### src/rtl/cpu_fsm_if.sv
// ---------------------------------------------------------------------------
// cpu_fsm_if
// Bundle between the instruction decoder/datapath and the cpu_fsm controller.
//
// Signals:
//   s       start strobe (decoder -> controller)
//   opcode  decoded opcode, 110 = MOV, 101 = ALU (decoder -> controller)
//   op      decoded sub-op (decoder -> controller)
//   nsel    one-hot register select [2] Rn, [1] Rd, [0] Rm (controller -> datapath)
//   vsel    one-hot write-back select [3] mdata, [2] sximm8, [1] PC, [0] C
//   loada/loadb/loadc/loads  datapath register enables
//   asel    1 selects zero as ALU operand A
//   bsel    1 selects sximm5 (never used by this controller)
//   write   register-file write enable
//   w       controller idle and ready for an instruction
//   ill     illegal-instruction flag, only with CPU_FSM_ILLEGAL_TRAP_EN
//
// Modports: master = decoder/datapath side, slave = cpu_fsm.
// Optional feature macro: CPU_FSM_ILLEGAL_TRAP_EN.
// ---------------------------------------------------------------------------
interface cpu_fsm_if;
    logic       s;
    logic [2:0] opcode;
    logic [1:0] op;
    logic [2:0] nsel;
    logic [3:0] vsel;
    logic       loada;
    logic       loadb;
    logic       loadc;
    logic       loads;
    logic       asel;
    logic       bsel;
    logic       write;
    logic       w;
`ifdef CPU_FSM_ILLEGAL_TRAP_EN
    logic       ill;
`endif

    modport master (
        output s, opcode, op,
        input  nsel, vsel, loada, loadb, loadc, loads, asel, bsel, write, w
`ifdef CPU_FSM_ILLEGAL_TRAP_EN
        , input ill
`endif
    );

    modport slave (
        input  s, opcode, op,
        output nsel, vsel, loada, loadb, loadc, loads, asel, bsel, write, w
`ifdef CPU_FSM_ILLEGAL_TRAP_EN
        , output ill
`endif
    );
endinterface

### src/rtl/cpu_fsm.sv
// ---------------------------------------------------------------------------
// cpu_fsm
// Moore controller for the Lab 6 CPU. Takes the decoded opcode/op and the
// start strobe and sequences register reads, the ALU step and write-back.
//
// Ports:
//   clk    rising-edge clock
//   rst_n  asynchronous active-low reset, forces WAIT
//   bus    cpu_fsm_if.slave (s/opcode/op in; nsel, vsel, load*, asel, bsel,
//          write, w and optionally ill out)
//
// Optional feature macro: CPU_FSM_ILLEGAL_TRAP_EN
//   defined   : illegal decode traps in HALT (ill = 1) until reset
//   undefined : illegal decode returns to WAIT as a no-op
// ---------------------------------------------------------------------------
module cpu_fsm (
    input  logic     clk,
    input  logic     rst_n,
    cpu_fsm_if.slave bus
);

    // The ALU step is split into three states so every output stays a pure
    // function of the state register, including asel and loads.
    typedef enum logic [3:0] {
        S_WAIT,
        S_DECODE,
        S_GET_A,
        S_GET_B,
        S_ALU,
        S_ALU_ZERO_A,
        S_ALU_CMP,
        S_WRITE_REG,
        S_WRITE_IMM
`ifdef CPU_FSM_ILLEGAL_TRAP_EN
        , S_HALT
`endif
    } state_e;

    localparam logic [4:0] INSTR_MOV_IMM = 5'b110_10;
    localparam logic [4:0] INSTR_MOV_REG = 5'b110_00;
    localparam logic [4:0] INSTR_ADD     = 5'b101_00;
    localparam logic [4:0] INSTR_CMP     = 5'b101_01;
    localparam logic [4:0] INSTR_AND     = 5'b101_10;
    localparam logic [4:0] INSTR_MVN     = 5'b101_11;

    state_e     state_q;
    state_e     state_d;
    logic [4:0] instr;

    assign instr = {bus.opcode, bus.op};

    // State register; reset aborts any instruction in flight.
    always_ff @(posedge clk or negedge rst_n) begin
        if (!rst_n) begin
            state_q <= S_WAIT;
        end else begin
            state_q <= state_d;
        end
    end

    // Next-state logic. opcode/op are held by the instruction register, so
    // they are re-read in GET_B to pick the ALU flavour.
    always_comb begin
        state_d = state_q;
        case (state_q)
            S_WAIT: begin
                if (bus.s) begin
                    state_d = S_DECODE;
                end
            end
            S_DECODE: begin
                case (instr)
                    INSTR_MOV_IMM:                      state_d = S_WRITE_IMM;
                    INSTR_MOV_REG, INSTR_MVN:           state_d = S_GET_B;
                    INSTR_ADD, INSTR_CMP, INSTR_AND:    state_d = S_GET_A;
`ifdef CPU_FSM_ILLEGAL_TRAP_EN
                    default:                            state_d = S_HALT;
`else
                    default:                            state_d = S_WAIT;
`endif
                endcase
            end
            S_GET_A: state_d = S_GET_B;
            S_GET_B: begin
                case (instr)
                    INSTR_MOV_REG, INSTR_MVN: state_d = S_ALU_ZERO_A;
                    INSTR_CMP:                state_d = S_ALU_CMP;
                    default:                  state_d = S_ALU;
                endcase
            end
            S_ALU:        state_d = S_WRITE_REG;
            S_ALU_ZERO_A: state_d = S_WRITE_REG;
            S_ALU_CMP:    state_d = S_WAIT;
            S_WRITE_REG:  state_d = S_WAIT;
            S_WRITE_IMM:  state_d = S_WAIT;
`ifdef CPU_FSM_ILLEGAL_TRAP_EN
            S_HALT:       state_d = S_HALT;
`endif
            default:      state_d = S_WAIT;
        endcase
    end

    // Output decode from the state register only.
    always_comb begin
        bus.nsel  = 3'b000;
        bus.vsel  = 4'b0000;
        bus.loada = 1'b0;
        bus.loadb = 1'b0;
        bus.loadc = 1'b0;
        bus.loads = 1'b0;
        bus.asel  = 1'b0;
        bus.bsel  = 1'b0;
        bus.write = 1'b0;
        bus.w     = 1'b0;
`ifdef CPU_FSM_ILLEGAL_TRAP_EN
        bus.ill   = 1'b0;
`endif
        case (state_q)
            S_WAIT: bus.w = 1'b1;
            S_GET_A: begin
                bus.nsel  = 3'b100;
                bus.loada = 1'b1;
            end
            S_GET_B: begin
                bus.nsel  = 3'b001;
                bus.loadb = 1'b1;
            end
            S_ALU: bus.loadc = 1'b1;
            S_ALU_ZERO_A: begin
                bus.loadc = 1'b1;
                bus.asel  = 1'b1;
            end
            S_ALU_CMP: begin
                bus.loadc = 1'b1;
                bus.loads = 1'b1;
            end
            S_WRITE_REG: begin
                bus.nsel  = 3'b010;
                bus.vsel  = 4'b0001;
                bus.write = 1'b1;
            end
            S_WRITE_IMM: begin
                bus.nsel  = 3'b100;
                bus.vsel  = 4'b0100;
                bus.write = 1'b1;
            end
`ifdef CPU_FSM_ILLEGAL_TRAP_EN
            S_HALT: bus.ill = 1'b1;
`endif
            default: ;
        endcase
    end

endmodule

### src/flat_wrapper.sv
// flat-port wrapper written by rule: the top's interface ports become plain ports
module cpu_fsm_flat 
  (clk, rst_n, bus_s, bus_opcode, bus_op, bus_nsel, bus_vsel, bus_loada, bus_loadb, bus_loadc, bus_loads, bus_asel, bus_bsel, bus_write, bus_w);
  cpu_fsm_if bus_i ();
  input  logic clk;
  input  logic rst_n;
  input wire logic [$bits(bus_i.s)-1:0] bus_s;
  input wire logic [$bits(bus_i.opcode)-1:0] bus_opcode;
  input wire logic [$bits(bus_i.op)-1:0] bus_op;
  output wire logic [$bits(bus_i.nsel)-1:0] bus_nsel;
  output wire logic [$bits(bus_i.vsel)-1:0] bus_vsel;
  output wire logic [$bits(bus_i.loada)-1:0] bus_loada;
  output wire logic [$bits(bus_i.loadb)-1:0] bus_loadb;
  output wire logic [$bits(bus_i.loadc)-1:0] bus_loadc;
  output wire logic [$bits(bus_i.loads)-1:0] bus_loads;
  output wire logic [$bits(bus_i.asel)-1:0] bus_asel;
  output wire logic [$bits(bus_i.bsel)-1:0] bus_bsel;
  output wire logic [$bits(bus_i.write)-1:0] bus_write;
  output wire logic [$bits(bus_i.w)-1:0] bus_w;
  assign bus_i.s = bus_s;
  assign bus_i.opcode = bus_opcode;
  assign bus_i.op = bus_op;
  assign bus_nsel = bus_i.nsel;
  assign bus_vsel = bus_i.vsel;
  assign bus_loada = bus_i.loada;
  assign bus_loadb = bus_i.loadb;
  assign bus_loadc = bus_i.loadc;
  assign bus_loads = bus_i.loads;
  assign bus_asel = bus_i.asel;
  assign bus_bsel = bus_i.bsel;
  assign bus_write = bus_i.write;
  assign bus_w = bus_i.w;
  cpu_fsm u_core (.clk(clk), .rst_n(rst_n), .bus(bus_i));
endmodule
### config.mk
export PLATFORM = sky130hd
export DESIGN_NAME = cpu_fsm_flat
export DESIGN_NICKNAME = d
export VERILOG_FILES = /design/src/rtl/cpu_fsm_if.sv /design/src/rtl/cpu_fsm.sv /design/src/flat_wrapper.sv
export SDC_FILE = /design/constraint.sdc
export NUM_CORES = 1
export LEC_CHECK = 0
export CORE_AREA = 2 2 39 41
export DETAILED_ROUTE_END_ITERATION = 12
export DIE_AREA = 0 0 41 43
export PLACE_DENSITY = 0.69
export SETUP_SLACK_MARGIN = 0.05
export SLEW_MARGIN = 15
export SYNTH_ARGS = -nofsm -noshare
export SYNTH_HDL_FRONTEND = slang
export SYNTH_SLANG_ARGS = --single-unit
### constraint.sdc
create_clock -name clk -period 1.2 [get_ports clk]
set_input_delay 0.24 -clock clk [delete_from_list [all_inputs] [get_ports clk]]
set_output_delay 0.24 -clock clk [all_outputs]
set_load 0.05 [all_outputs]
==> impl_metrics.json <==
{
  "setup_viol": 13,
  "initialDrtViolationCount": 8,
  "p_sw_frac": 0.472,
  "cellLeakagePower_nw": 0.462,
  "nets": 100,
  "start_util": 0.297,
  "skew_ps": 0.137,
  "crit_type": "reg2out",
  "antenna_found_initial": 0,
  "crit_path_max_incr_delay_ps": 400,
  "clock_path_buffers": 2,
  "met1_usage": 0.250,
  "arrival_ps": 1350,
  "antenna_cells": 0,
  "max_freq_mhz": 629,
  "holdCritPathClass": "in2async",
  "htreeDepth": 1,
  "worstSetupEndpointType": "output port",
  "drtPass1Iterations": 4,
  "hold_viol": 0,
  "drc": 0,
  "grt.busiest_layer": "met2",
  "min_period_over_period": 1.32,
  "top_register": "u_core.state_q",
  "cpMaxStageDelayCell": "dfrtp_1",
  "path_cells": "buf_12 -> nand2_4 -> nor2_4 -> or2_4 -> buf_12",
  "ys_ff_latch": 4,
  "multiInputGateArea_um2": 390,
  "period_needed_ps": 1590,
  "clock_tree.root_cell": "clkbuf_4",
  "comb_power_share": 0.844,
  "io_pins": 23,
  "crit_required_ps": 960,
  "gp_congestion": 0.899,
  "ys.flop_type": "dfrtp_1",
  "pre_cts_ws_ps": -405,
  "p_seq_frac": 0.094,
  "cts.sinks": 4,
  "report.final.slew_viol_count": 0,
  "hpwl_mm": 1.01,
  "grtUsageTotal": 0.182,
  "setup_slack_ps": -389,
  "drive_gt1_frac": 0.767,
  "most-common-layout-cells": "buf_4 (17), buf_12 (13), buf_6 (6)",
  "synth.avg_cell_area_um2": 8.21,
  "synth_edf_count": 0,
  "regArea_um2": 104,
  "ant_nets": 0,
  "rows": 14,
  "reg2regPathDepth": 5,
  "final_core_util": 0.785,
  "path_max_fanout": 8,
  "use_met2": 0.288,
  "drv_cap": 0,
  "routedWlPerCell_um": 14.3,
  "final_common_cell": "buf_4",
  "dieHeight_um": 43,
  "clk_latency_ps": 230,
  "grt_setup_unrepaired": "true",
  "power_switching_w": 0.00127,
  "area_growth_pct": 165,
  "ir_drop_mv": 1.26,
  "internal_power_w": 0.00143,
  "grt_max_degree": 9,
  "yosysSeqAreaShare": 0.244,
  "clk_pin_slew_worst_paths_ps": 40,
  "netlist_instances": 50,
  "cts_tree": "built",
  "cp-start-kind": "flop",
  "num-fill-cells": 87,
  "async_flop_share": 1.00,
  "status": "complete, but fails checks",
  "synth.distinct_cells": 27,
  "io_buffers": 19,
  "grt.met3_usage": 0.0209,
  "power_density_mw_per_mm2": 2480,
  "overflow": 0,
  "grt_pass1_wl_mm": 2.22,
  "via_count": 515,
  "post_drt_via_cell_ratio": 4.86,
  "yosys_warnings": 0,
  "violations": "negative setup slack",
  "core_area_mm2": 0.00138,
  "die_area_mm2": 0.00176,
  "netlist_area_um2": 410,
  "crit_top_cell": "buf_12",
  "p_clk_frac": 0.062,
  "reg_top3": "u_core.state_q x4",
  "routed_wl_mm": 1.52,
  "cts_buffers": 3,
  "largest_reg_flops": 4,
  "hold_buffers": 0,
  "grt_pass1_vias": 503,
  "die_width_um": 41
}
## what timing repair did
action                                  4_1_cts  5_1_grt
endpoints found under the setup margin       16       16
endpoints found under the hold margin         0        0
resized for setup                            20       13
pin swaps                                     6       14
setup buffers                                 4        4
cloned                                        0        0
## through the flow
step           total power [W]  TNS [ps]  hold slack [ps]  cell area, µm²  std cells
2_1_floorplan          0.00133     -3500            -55.6             515         52
3_3_place_gp           0.00209     -3070              448             903         96
3_5_place_dp           0.00212     -3430              454             903         96
4_1_cts                0.00256     -4450              208            1030        103
5_1_grt                0.00282     -4770              218            1090        106
6_report               0.00270     -4180              209            1090        106
## power by group through the flow
stage          clock [W]  sequential [W]  combinational [W]
2_1_floorplan          0        0.000206            0.00113
3_3_place_gp           0        0.000295            0.00180
3_5_place_dp           0        0.000298            0.00182
4_1_cts         0.000173        0.000239            0.00215
5_1_grt         0.000182        0.000256            0.00238
6_report        0.000167        0.000254            0.00228
## cells by family after synthesis
family,after synthesis,synth area share
and+or+nand+nor,24,0.369
buffers and inverters,12,0.216
AOI/OAI and AO/OA,7,0.116
DFF,4,0.244
xor gates and xnor gates,1,0.0213
muxes,1,0.0244
other,1,0.00914
## metal layers
metal,vias up,wire length [µm]
li1,248,-
met1,249,591
met2,16,807
met3,2,96
met4,0,23
met5,-,0
## path summary, 6_finish.rpt
kind | slack (ps) | start | endpoint
min | 210 | rst_n | u_core.state_q[1]
min in group clk | 450 | bus_op[1] | u_core.state_q[3]
max | -390 | u_core.state_q[1] | bus_write
max reg2reg | -290 | u_core.state_q[2] | u_core.state_q[3]
min reg2reg | 670 | u_core.state_q[3] | u_core.state_q[0]
max in group asynchronous | 810 | rst_n | u_core.state_q[0]
## final cells by class
class | count | share of cell area
Timing Repair Buffer | 44 | 0.482
Multi-Input combinational cell | 36 | 0.359
Sequential cell | 4 | 0.0956
Inverter | 3 | 0.0242
Clock buffer | 3 | 0.0207
Tap cell | 16 | 0.0184
## synth_stat cells (all sizes together) (2+ instances only)
master  number  area [µm²]
a21oi        2        10.0
inv          2        7.51
buf          9        72.6
nor2         6        22.5
nor4         2        12.5
nand2        5        26.3
nor3         4        20.0
dfrtp        4         100
## critical path: cells and delay by family (launching register included)
family / cells / cell delay [ps]
flops: 1 / 400
buf+inv: 2 / 320
simple gates: 3 / 390
Power figures use the tool's default switching activity.
